`src/rtl/i2c_target_pkg.sv`:
```
// Shared types and bus constants for the I2C target responder.
package i2c_target_pkg;

    typedef enum logic [3:0] {
        ST_IDLE,
        ST_ADDR,
        ST_ADDR_ACK,
        ST_PTR,
        ST_PTR_ACK,
        ST_WDATA,
        ST_WDATA_ACK,
        ST_RDATA,
        ST_RDATA_ACK,
        ST_IGNORE
    } state_e;

    localparam logic ACK      = 1'b0;
    localparam logic NACK     = 1'b1;
    localparam logic RW_WRITE = 1'b0;
    localparam logic RW_READ  = 1'b1;

    localparam logic [3:0] BITS_PER_BYTE = 4'd8;

endpackage

```
`src/rtl/i2c_bus_sync.sv`:
```
// SCL/SDA synchronizer with one history flop; emits 1-cycle edge and START/STOP pulses.
module i2c_bus_sync
    import i2c_target_pkg::*;
#(
    parameter int SYNC_STAGES = 2
) (
    input  logic pclk,
    input  logic areset,
    input  logic scl_i,
    input  logic sda_i,
    output logic sda_lvl,
    output logic scl_rise,
    output logic scl_fall,
    output logic start_det,
    output logic stop_det
);

    logic [SYNC_STAGES-1:0] scl_sync_q, scl_sync_d;
    logic [SYNC_STAGES-1:0] sda_sync_q, sda_sync_d;
    logic                   scl_hist_q, scl_hist_d;
    logic                   sda_hist_q, sda_hist_d;
    logic                   scl_cur, sda_cur;

    assign scl_cur = scl_sync_q[SYNC_STAGES-1];
    assign sda_cur = sda_sync_q[SYNC_STAGES-1];

    always_comb begin
        scl_sync_d = {scl_sync_q[SYNC_STAGES-2:0], scl_i};
        sda_sync_d = {sda_sync_q[SYNC_STAGES-2:0], sda_i};
        scl_hist_d = scl_cur;
        sda_hist_d = sda_cur;
    end

    // Reset to the idle bus level so leaving reset never looks like an edge.
    always_ff @(posedge pclk or posedge areset) begin
        if (areset) begin
            scl_sync_q <= '1;
            sda_sync_q <= '1;
            scl_hist_q <= 1'b1;
            sda_hist_q <= 1'b1;
        end else begin
            scl_sync_q <= scl_sync_d;
            sda_sync_q <= sda_sync_d;
            scl_hist_q <= scl_hist_d;
            sda_hist_q <= sda_hist_d;
        end
    end

    assign sda_lvl   = sda_cur;
    assign scl_rise  = scl_cur & ~scl_hist_q;
    assign scl_fall  = ~scl_cur & scl_hist_q;
    assign start_det = scl_cur & scl_hist_q & sda_hist_q & ~sda_cur;
    assign stop_det  = scl_cur & scl_hist_q & ~sda_hist_q & sda_cur;

endmodule

```
`src/rtl/i2c_target_responder.sv`:
```
// I2C target: address match, pointer byte, write/read of an internal byte register file.
module i2c_target_responder
    import i2c_target_pkg::*;
#(
    parameter logic [6:0] TARGET_ADDR = 7'h50,
    parameter int         NUM_REGS    = 16,
    parameter int         SYNC_STAGES = 2,
    localparam int        IDX_W       = $clog2(NUM_REGS)
) (
    input  logic             pclk,
    input  logic             areset,
    input  logic             scl_i,
    input  logic             sda_i,
    output logic             sda_o,
    output logic             sda_oen,
    output logic             scl_o,
    output logic             scl_oen,
    input  logic [IDX_W-1:0] host_addr,
    output logic [7:0]       host_rdata,
    output logic             wr_strobe,
    output logic [IDX_W-1:0] wr_idx,
    output logic [7:0]       wr_byte,
    output logic             busy
);

    logic sda_lvl, scl_rise, scl_fall, start_det, stop_det;

    i2c_bus_sync #(
        .SYNC_STAGES(SYNC_STAGES)
    ) u_bus_sync (
        .pclk     (pclk),
        .areset   (areset),
        .scl_i    (scl_i),
        .sda_i    (sda_i),
        .sda_lvl  (sda_lvl),
        .scl_rise (scl_rise),
        .scl_fall (scl_fall),
        .start_det(start_det),
        .stop_det (stop_det)
    );

    state_e           state_q, state_d;
    logic [3:0]       bit_cnt_q, bit_cnt_d;
    logic [7:0]       shift_q, shift_d;
    logic             rw_q, rw_d;
    logic [IDX_W-1:0] ptr_q, ptr_d;
    logic             sda_oen_q, sda_oen_d;
    logic             busy_q, busy_d;
    logic             wr_strobe_q, wr_strobe_d;
    logic [IDX_W-1:0] wr_idx_q, wr_idx_d;
    logic [7:0]       wr_byte_q, wr_byte_d;
    logic [7:0]       regs_q [NUM_REGS];
    logic [7:0]       regs_d [NUM_REGS];

    logic [7:0]       shift_in;
    logic [7:0]       ptr_byte;
    logic [IDX_W-1:0] ptr_inc;
    logic             byte_done;
    logic             addr_match;

    assign shift_in   = {shift_q[6:0], sda_lvl};
    assign ptr_byte   = regs_q[ptr_q];
    assign ptr_inc    = ptr_q + IDX_W'(1);
    assign byte_done  = (bit_cnt_q == BITS_PER_BYTE);
    assign addr_match = (shift_q[7:1] == TARGET_ADDR) && (TARGET_ADDR != 7'h00);

    always_comb begin
        state_d     = state_q;
        bit_cnt_d   = bit_cnt_q;
        shift_d     = shift_q;
        rw_d        = rw_q;
        ptr_d       = ptr_q;
        sda_oen_d   = sda_oen_q;
        busy_d      = busy_q;
        wr_strobe_d = 1'b0;
        wr_idx_d    = wr_idx_q;
        wr_byte_d   = wr_byte_q;

        if (stop_det) begin
            state_d   = ST_IDLE;
            busy_d    = 1'b0;
            sda_oen_d = 1'b0;
        end else if (start_det) begin
            state_d   = ST_ADDR;
            busy_d    = 1'b1;
            bit_cnt_d = '0;
            sda_oen_d = 1'b0;
        end else begin
            case (state_q)
                ST_ADDR: begin
                    if (scl_rise && !byte_done) begin
                        shift_d   = shift_in;
                        bit_cnt_d = bit_cnt_q + 4'd1;
                    end else if (scl_fall && byte_done) begin
                        if (addr_match) begin
                            state_d   = ST_ADDR_ACK;
                            sda_oen_d = 1'b1;
                            rw_d      = shift_q[0];
                        end else begin
                            state_d = ST_IGNORE;
                        end
                    end
                end
                ST_ADDR_ACK: begin
                    if (scl_fall) begin
                        bit_cnt_d = '0;
                        if (rw_q == RW_READ) begin
                            state_d   = ST_RDATA;
                            shift_d   = ptr_byte;
                            sda_oen_d = ~ptr_byte[7];
                        end else begin
                            state_d   = ST_PTR;
                            sda_oen_d = 1'b0;
                        end
                    end
                end
                ST_PTR: begin
                    if (scl_rise && !byte_done) begin
                        shift_d   = shift_in;
                        bit_cnt_d = bit_cnt_q + 4'd1;
                    end else if (scl_fall && byte_done) begin
                        ptr_d     = shift_q[IDX_W-1:0];
                        sda_oen_d = 1'b1;
                        state_d   = ST_PTR_ACK;
                    end
                end
                ST_PTR_ACK, ST_WDATA_ACK: begin
                    if (scl_fall) begin
                        sda_oen_d = 1'b0;
                        bit_cnt_d = '0;
                        state_d   = ST_WDATA;
                    end
                end
                ST_WDATA: begin
                    if (scl_rise && !byte_done) begin
                        shift_d   = shift_in;
                        bit_cnt_d = bit_cnt_q + 4'd1;
                        // Commit only once the last bit is in, so aborted bytes never land.
                        if (bit_cnt_q == BITS_PER_BYTE - 4'd1) begin
                            wr_strobe_d = 1'b1;
                            wr_idx_d    = ptr_q;
                            wr_byte_d   = shift_in;
                            ptr_d       = ptr_inc;
                        end
                    end else if (scl_fall && byte_done) begin
                        sda_oen_d = 1'b1;
                        state_d   = ST_WDATA_ACK;
                    end
                end
                ST_RDATA: begin
                    if (scl_rise && !byte_done) begin
                        bit_cnt_d = bit_cnt_q + 4'd1;
                    end else if (scl_fall && byte_done) begin
                        sda_oen_d = 1'b0;
                        bit_cnt_d = '0;
                        state_d   = ST_RDATA_ACK;
                    end else if (scl_fall && bit_cnt_q != 4'd0) begin
                        shift_d   = {shift_q[6:0], 1'b0};
                        sda_oen_d = ~shift_q[6];
                    end
                end
                ST_RDATA_ACK: begin
                    // bit_cnt marks that the master ACKed and the next byte is due.
                    if (scl_rise) begin
                        if (sda_lvl == ACK) begin
                            ptr_d     = ptr_inc;
                            bit_cnt_d = 4'd1;
                        end else begin
                            state_d = ST_IGNORE;
                        end
                    end else if (scl_fall && bit_cnt_q == 4'd1) begin
                        shift_d   = ptr_byte;
                        sda_oen_d = ~ptr_byte[7];
                        bit_cnt_d = '0;
                        state_d   = ST_RDATA;
                    end
                end
                default: begin
                    sda_oen_d = 1'b0;
                end
            endcase
        end
    end

    always_ff @(posedge pclk or posedge areset) begin
        if (areset) begin
            state_q     <= ST_IDLE;
            bit_cnt_q   <= '0;
            shift_q     <= '0;
            rw_q        <= RW_WRITE;
            ptr_q       <= '0;
            sda_oen_q   <= 1'b0;
            busy_q      <= 1'b0;
            wr_strobe_q <= 1'b0;
            wr_idx_q    <= '0;
            wr_byte_q   <= '0;
        end else begin
            state_q     <= state_d;
            bit_cnt_q   <= bit_cnt_d;
            shift_q     <= shift_d;
            rw_q        <= rw_d;
            ptr_q       <= ptr_d;
            sda_oen_q   <= sda_oen_d;
            busy_q      <= busy_d;
            wr_strobe_q <= wr_strobe_d;
            wr_idx_q    <= wr_idx_d;
            wr_byte_q   <= wr_byte_d;
        end
    end

    always_comb begin
        for (int i = 0; i < NUM_REGS; i++) begin
            regs_d[i] = regs_q[i];
        end
        if (wr_strobe_q) begin
            regs_d[wr_idx_q] = wr_byte_q;
        end
    end

    always_ff @(posedge pclk or posedge areset) begin
        if (areset) begin
            for (int i = 0; i < NUM_REGS; i++) begin
                regs_q[i] <= 8'h00;
            end
        end else begin
            for (int i = 0; i < NUM_REGS; i++) begin
                regs_q[i] <= regs_d[i];
            end
        end
    end

    assign sda_o      = 1'b0;
    assign sda_oen    = sda_oen_q;
    assign scl_o      = 1'b0;
    assign scl_oen    = 1'b0;
    assign host_rdata = regs_q[host_addr];
    assign wr_strobe  = wr_strobe_q;
    assign wr_idx     = wr_idx_q;
    assign wr_byte    = wr_byte_q;
    assign busy       = busy_q;

endmodule

```
`config.mk`:
```
export PLATFORM = sky130hd
export DESIGN_NAME = i2c_target_responder
export DESIGN_NICKNAME = d
export VERILOG_FILES = /design/src/rtl/i2c_target_pkg.sv /design/src/rtl/i2c_bus_sync.sv /design/src/rtl/i2c_target_responder.sv
export SDC_FILE = /design/constraint.sdc
export NUM_CORES = 1
export LEC_CHECK = 0
export ABC_AREA = 1
export CAP_MARGIN = 20
export CORE_MARGIN = 2
export CORE_UTILIZATION = 65
export CTS_CLUSTER_DIAMETER = 200
export DETAILED_ROUTE_END_ITERATION = 8
export PLACE_DENSITY = 0.84
export SLEW_MARGIN = 25
export SYNTH_ARGS = -nofsm -noshare
export SYNTH_HDL_FRONTEND = slang
export SYNTH_HIERARCHICAL = 1
export SYNTH_SLANG_ARGS = --single-unit
```
`constraint.sdc`:
```
create_clock -name pclk -period 7.99 [get_ports pclk]
set_input_delay 1.1985 -clock pclk [delete_from_list [all_inputs] [get_ports pclk]]
set_output_delay 1.1985 -clock pclk [all_outputs]
set_load 0.02 [all_outputs]
```
# After elaboration in Yosys (flattened, before gate mapping)
# Index checks and enable logic that the tools add are counted.
[word_totals]
word_cells = 202
reg_bits = 170
in_bits = 8
out_inout_bits = 26
[op_classes]
addsub = 2
order_cmp = 4
eq_ne = 49
muxes = 75
n_bitwise = 19
reduce_logical = 23
[ops]
columns = ["cell", "count"]
rows = [
  ["$bwmux 128", 1],
  ["$mux 4", 30],
  ["$mux 8", 13],
  ["$ne 4x4->1 const B", 17],
  ["$bmux 8 s4", 2],
  ["$demux 8 s4", 1],
  ["$pmux 8 s4", 1],
  ["$pmux 4 s7", 1],
  ["$ne 2x2->1 const B", 13],
  ["$mux 1", 22],
  ["$reduce_and 11->1", 2],
  ["$eq 4x3->1 const B", 5],
  ["$pmux 4 s4", 1],
  ["$ge 5x5->1 const B", 3],
  ["$not 4->5", 3],
  ["$reduce_and 13->1", 1],
  ["$pmux 4 s3", 1],
  ["$ne 5x5->1 const B", 2],
  ["$not 1->1", 9],
  ["$reduce_and 9->1", 1],
  ["$reduce_bool 9->1", 1],
  ["$add 4x1->4 const B", 2],
  ["$eq 4x1->1 const B", 2],
  ["$eq 4x2->1 const B", 2],
  ["21 further kinds", 36],
]

# Longest topological paths before layout
# Gate-level depths: netlist (run 1).
[logic_depth]
ltp_word = 10
depth_mapped = 13
ltp_nobuf = 13

# By module
# The synthesis (run 1) kept the hierarchy.
[by_module_without_submodules]
columns = ["mod", "cells_each", "seq_area_each_um2", "n_inst", "area_each_um2"]
rows = [
  ["i2c_target_responder", 1283, 4103.9, 1, 9332.7],
  ["i2c_bus_sync", 18, 157.7, 1, 202.7],
]

# Worst setup path before layout (run 1)
# OpenSTA, ideal clock, no wires.
[synth_timing]
path_kind = "input to output"
start = "in host_addr[1]"
end = "out host_rdata[4]"
n_path_buf = 3
cell_stages = 7
arrival_ps = 2265
slack_ps = 4527
required_time_ps = 6792
cell_sequence = "clkbuf_1 > clkbuf_1 > buf_2 > o211ai_1 > nand3_1 > nand3_1 > nand2_1"
[synth_via]
elab_chain_cells = 4
[synth_rtl]
columns = ["item", "line", "rtl"]
rows = [
  ["start: declaration", "i2c_target_responder.sv:18", "input logic [IDX_W-1:0] host_addr,"],
  ["$not 4->5 (implied by the code)", "i2c_target_responder.sv:236", "assign host_rdata = regs_q[host_addr];"],
  ["$bmux 8 s4", "i2c_target_responder.sv:236", ""],
  ["$mux 8 (implied by the code) (2 in a row)", "i2c_target_responder.sv:236", ""],
  ["end: declaration", "i2c_target_responder.sv:19", "output logic [7:0] host_rdata,"],
]
# No other way between the ends. The select of a mux whose other input is x is not followed.

# Worst setup path in the final report (run 1)
[layout_timing]
start = "in host_addr[2]"
end = "out host_rdata[7]"
# The elaborated chain is that of the path after synthesis.

==> results_dict.tcl, run 1 <==
set metrics [dict create \
    status "finished clean" \
    ys_seq_elements 170 \
    finalPower_mw 2.961 \
    synthCells 1301 \
    dieArea_sq_um 15660 \
    met1_length_microns 10700 \
    n_antenna_cell 0 \
    cp_slowest_stage_delay_ns 0.69 \
    critPathRequiredTime_ns 6.79 \
    placedCellCount 1438 \
    max-vdd-ir-drop_uv 176.9 \
    drive_above_1_share_pct 6.682 \
    synth_top_area_cell "dfrtp_1" \
    rows 44 \
    wl_met2_microns 11710 \
    wl_met3_microns 2583 \
    avgSynthCellArea_sq_um 7.329 \
    yosys_warnings 6 \
    fin_util_pct 72.08 \
    post_cts_buffers 0 \
    tightest_slew_ns 0.8826 \
    clock_path_buffers 2 \
    clk_latency_ns 0.44 \
    leakagePower_nw 4.696 \
    critPathLaunchType "input pin" \
    vias_per_cell 6.185 \
    fill_cells 1177 \
    stdcell_count 1471 \
    cts_htree_levels 4 \
    slowest_stage "clkdlybuf4s50_1" \
    power_density_nw_per_um2 284.9 \
    first_global_vias 8171 \
    hpwl_microns 17040 \
    totalWireLength_microns 26260 \
    cp_data_arrival_time_ns 3.62 \
    rsz0062_at_grt "false" \
    cts_resized 0 \
    clkSinkCount 170 \
    start_util_pct 66.11 \
    antenna_found_initial 0 \
    clkSlewWorstSetupHoldPaths_ns 0.06 \
    synth_top_cell_area_share_pct 43.04 \
    drt_iter0_drc 1392 \
    crit_path_cell_trace "clkdlybuf4s50_1 > inv_1 > nand2_1 > o221ai_1 > nand2_1 > clkdlybuf4s50_1" \
    synth_area_sq_um 9535 \
    die_y_microns 125.1 \
    routed.top_layer "met4" \
    slew_headroom_pct 40.94 \
    gp_congestion 0.9320 \
    grt_start_max_net_pins 129 \
    synth_seq_area_share_pct 44.69 \
    cap_viol_max_count 0 \
    synthTopCellsByCount "313 x nand2_1, 215 x o21ai_0, 164 x dfrtp_1" \
    dr.pass1.iters 6 \
    synth_most_common_cell "nand2_1" \
    grt_pass1_wl_microns 42880 \
    cp-end-kind "primary output" \
    ant_nets 0 \
    fin_crit_ns 4.820 \
    hold_buffers 0 \
    hp-class "reg2reg" \
    num_vias 9098 \
    fp.dieW_microns 125.1 \
    fmaxAchievable_mhz 207.5 \
    io_pins 34 \
    ys_types 35 \
    wl_per_cell_microns 17.85 \
    period_share_pct 60.32 \
    core_area_sq_um 14420 \
    synth_edf_count 0 \
    setup_viol 0 \
    nets 1286 \
    skew_ns 0.01001 \
    slew_violations 0 \
    drc_errors 0 \
    hold_viol 0 \
    critical_path_class "in2out" \
    grt.overflow.total 0 \
    setup_tns_ns 0 \
    path_max_fanout 22 \
    cts-buffers-inserted 17 \
    synthFlopType "dfrtp_1" \
    root_buffer "clkbuf_16" \
    grt_usage_pct 34.28 \
    synthTopCellsByArea "dfrtp_1 43%, nand2_1 12%, o21ai_0 11%" \
    cts_tree "done" \
    port_buffers 30 \
    area_delta_synth_final_pct 9.027 \
    synthArstFlopShare_pct 100.0 \
]
## path summary, 6_finish.rpt
check	start	endpoint	slack (ns)	cells after the start
min in group asynchronous	areset	regs_q[76]$_DFFE_PP0P_	1.30	2
worst max-delay path	host_addr[2]	host_rdata[7]	3.17	6
max in group asynchronous	areset	ptr_q[0]$_DFFE_PP0P_	5.43	3
worst max register to register	ptr_q[2]$_DFFE_PP0P_	shift_q[1]$_DFFE_PP0P_	5.22	6
worst min-delay path	u_bus_sync/scl_sync_q[0]$_DFF_PP1_	u_bus_sync/scl_sync_q[1]$_DFF_PP1_	0.36	0
worst min register to register	u_bus_sync/scl_sync_q[0]$_DFF_PP1_	u_bus_sync/scl_sync_q[1]$_DFF_PP1_	0.36	0
## worst max-delay path: cells and delay by family
kind	cells	cell delay, ns
simple gates	2	0.23
buf+inv	3	1.91
compound gates	1	0.28
## power by group
| part | internal, mW | total [mW] | switching (mW) |
|---|---|---|---|
| registers | 0.911 | 1.01 | 0.0996 |
| logic | 0.346 | 1.09 | 0.748 |
| clock network | 0.496 | 0.856 | 0.360 |
## through the flow
step	setup slack, ns	instance area (sq um)	hold WS (ns)
after floorplan	2.358	9543	0.3452
after global placement	3.333	9754	0.3458
after detailed placement	3.293	9757	0.3495
after CTS	3.276	10360	0.3587
after global routing	2.983	10400	0.3595
final	3.170	10400	0.3570
## metal layers
layer	vias to the layer above	global-route usage, %
li1	4276	-
met4	0	16.80
met5	-	0
met1	4203	48.22
met3	106	7.317
met2	513	50.96
## layout make-up
type                            count  area [sq um]  share of cell area [%]
Tap cell                          184         230.2                   2.214
Inverter                          129         491.7                   4.730
Timing Repair Buffer               34         350.3                   3.370
Clock buffer                       19         432.9                   4.164
Sequential cell                   170          4265                   41.03
Multi-Input combinational cell    922          4457                   42.87
Clock inverter                     13         168.9                   1.625
## cell usage in the layout, fill, tap and decap left out, types with 8 or more instances in the layout
cell,instances
a21oi_1,96
clkbuf_16,17
clkdlybuf4s50_1,28
dfrtp_1,163
inv_1,119
nand2_1,313
nand2_2,9
nand3_1,105
nor2_1,62
nor2_2,8
o211ai_1,45
o21ai_0,215
o21ai_1,16
o221ai_1,9
## kinds of logic (layout without fill, tap and decap cells)
group | Yosys count | in the layout | share of synthesized area [%]
adder cells (fa/ha/maj) | 4 | 4 | 0.5249
other | 1 | 3 | 0.03933
AO/OA/AOI/OAI | 387 | 387 | 22.03
XOR/XNOR | 3 | 3 | 0.2756
AND/OR/NAND/NOR | 525 | 525 | 23.74
flip-flops | 170 | 170 | 44.69
buffers and inverters | 211 | 195 | 8.700
## sequential cells by signal (all words and copies together) (netlist names), 2 cells and up
| signal | count |
|---|---|
| regs_q | 128 |
| shift_q | 8 |
| wr_byte | 8 |
| bit_cnt_q | 4 |
| ptr_q | 4 |
| state_q | 4 |
| wr_idx | 4 |
| u_bus_sync/scl_sync_q | 2 |
| u_bus_sync/sda_sync_q | 2 |
(Power assumes the default switching activity.)
==> run 2: changes to the inputs <==
--- a/config.mk
+++ b/config.mk
@@ -8,10 +8,10 @@
 export ABC_AREA = 1
 export CAP_MARGIN = 20
 export CORE_MARGIN = 2
-export CORE_UTILIZATION = 65
+export CORE_UTILIZATION = 56
 export CTS_CLUSTER_DIAMETER = 200
 export DETAILED_ROUTE_END_ITERATION = 8
-export PLACE_DENSITY = 0.84
+export PLACE_DENSITY = 0.77
 export SLEW_MARGIN = 25
 export SYNTH_ARGS = -nofsm -noshare
 export SYNTH_HDL_FRONTEND = slang
==> constraint.sdc (replaced) <==
create_clock -name pclk -period 4.01 [get_ports pclk]
set_input_delay 0.6015 -clock pclk [delete_from_list [all_inputs] [get_ports pclk]]
set_output_delay 0.6015 -clock pclk [all_outputs]
set_load 0.02 [all_outputs]
==> run 2 against run 1 <==
- worst setup slack got worse by 2.4 ns
- final area increased by 1.3%
- clock power up 110%
- clock-buffer cell count fell by 1
- non-clock buffer count is 6 higher
- first-iteration DRC count decreased by 34%
- via count fell by 1.5%
- sequential share of layout area is 0.50 points lower
- total power rose by 100%
- utilization decreased by 8.8 points
- critical endpoint is now host_rdata[6]
- largest power group unchanged
- highest routed layer unchanged
==> results_dict.tcl, run 2 (synthesis gave the netlist of run 1 again) <==
set metrics [dict create \
    fmaxAchievable_mhz 305.1 \
    post_cts_buffers 0 \
    hpwl_microns 18160 \
    hold_viol 0 \
    port_buffers 30 \
    grt_start_max_net_pins 86 \
    layout_common_cells "313 x nand2_1, 215 x o21ai_0, 162 x dfrtp_1" \
    grt_usage_pct 31.05 \
    drive_above_1_share_pct 7.270 \
    clk_latency_ns 0.44 \
    gp_congestion 0.9136 \
    fp.dieW_microns 134.5 \
    dr.pass1.iters 6 \
    final_common_cell "nand2_1" \
    wl_per_cell_microns 17.88 \
    drt_iter0_drc 916 \
    power_density_nw_per_um2 565.2 \
    slew_headroom_pct 38.65 \
    placedCellCount 1481 \
    finalPower_mw 5.950 \
    stdcell_count 1513 \
    area_delta_synth_final_pct 10.39 \
    dieArea_sq_um 18090 \
    antenna_found_initial 0 \
    cap_viol_max_count 0 \
    cts_resized 0 \
    cp-end-kind "primary output" \
    nets 1292 \
    largest_register_ffs 128 \
    fin_crit_ns 3.278 \
    tightest_slew_ns 0.9169 \
    cts-buffers-inserted 17 \
    die_y_microns 134.5 \
    path_max_fanout 22 \
    setup_viol 0 \
    core_area_sq_um 16640 \
    max-vdd-ir-drop_uv 368.8 \
    io_pins 34 \
    grt_pass1_wl_microns 43880 \
    setup_tns_ns 0 \
    slew_violations 0 \
    critical_path_class "in2out" \
    leakagePower_nw 4.735 \
    cts_htree_levels 4 \
    start_util_pct 57.30 \
    totalWireLength_microns 27060 \
    rsz0062_at_grt "false" \
    multi_input_area_sq_um 4454 \
    n_antenna_cell 0 \
    largest-register "regs_q" \
    cp_data_arrival_time_ns 2.68 \
    clock_path_buffers 2 \
    skew_ns 0.01108 \
    critPathRequiredTime_ns 3.41 \
    root_buffer "clkbuf_16" \
    drc_errors 0 \
    grt.overflow.total 0 \
    fin_util_pct 63.25 \
    rows 47 \
    cts_tree "done" \
    num_vias 8960 \
    period_share_pct 81.74 \
    ant_nets 0 \
    status "finished clean" \
    first_global_vias 8250 \
    critPathLaunchType "input pin" \
    fill_cells 1473 \
    clkSlewWorstSetupHoldPaths_ns 0.06 \
    hp-class "reg2reg" \
    vias_per_cell 5.922 \
    hold_buffers 0 \
    register_area_sq_um 4267 \
    clkSinkCount 170 \
]
-- run 2: cell type report --
cell class | count | share of cell area [%]
clock buffers | 18 | 4.172
flip-flops and latches | 170 | 40.53
clock inverters | 14 | 1.854
repair buffers | 40 | 3.851
inverters | 129 | 4.659
well taps | 220 | 2.615
multi-input cells | 922 | 42.32
-- run 2: layer usage --
layer	vias to the layer above	part of all wire (%)	wire (microns)	global-route usage, %
li1	4282	-	-	-
met3	100	7.9	2139	5.968
met4	0	5.0	1360	16.43
met2	403	45	12290	47.85
met1	4175	42	11270	41.82
met5	-	0	0	0
-- run 2: power breakdown --
| part | switching [mW] | internal, mW |
|---|---|---|
| logic | 1.45 | 0.683 |
| clock network | 0.722 | 1.06 |
| registers | 0.213 | 1.82 |
| total | 2.39 | 3.56 |
-- run 2: final timing paths --
| path | slack [ns] | startpoint | end | cells after the start |
|---|---|---|---|---|
| max in group asynchronous | 2.69 | areset | ptr_q[1]$_DFFE_PP0P_ | 3 |
| min | 0.36 | u_bus_sync/sda_sync_q[0]$_DFF_PP1_ | u_bus_sync/sda_sync_q[1]$_DFF_PP1_ | 0 |
| min reg2reg | 0.36 | u_bus_sync/sda_sync_q[0]$_DFF_PP1_ | u_bus_sync/sda_sync_q[1]$_DFF_PP1_ | 0 |
| min in group asynchronous | 0.57 | areset | regs_q[96]$_DFFE_PP0P_ | 2 |
| max reg2reg | 1.46 | u_bus_sync/sda_hist_q$_DFF_PP1_ | wr_byte[6]$_DFFE_PP0P_ | 7 |
| max | 0.73 | host_addr[2] | host_rdata[6] | 5 |
-- run 2: critical path, stage by stage --
cell,delay [ns]
clkdlybuf4s50_1,0.43
inv_1,0.60
o221ai_1,0.29
nand2_1,0.15
clkdlybuf4s50_1,0.61
-- run 2: stage by stage --
step                      setup WS (ns)  area (sq um)  hold slack [ns]
after detailed placement         0.7746          9889           0.3476
after floorplan                   1.324          9547           0.3452
after CTS                        0.7676         10520           0.3567
after global routing             0.6168         10530           0.3604
after global placement           0.8021          9889           0.3462
final                            0.7323         10530           0.3567
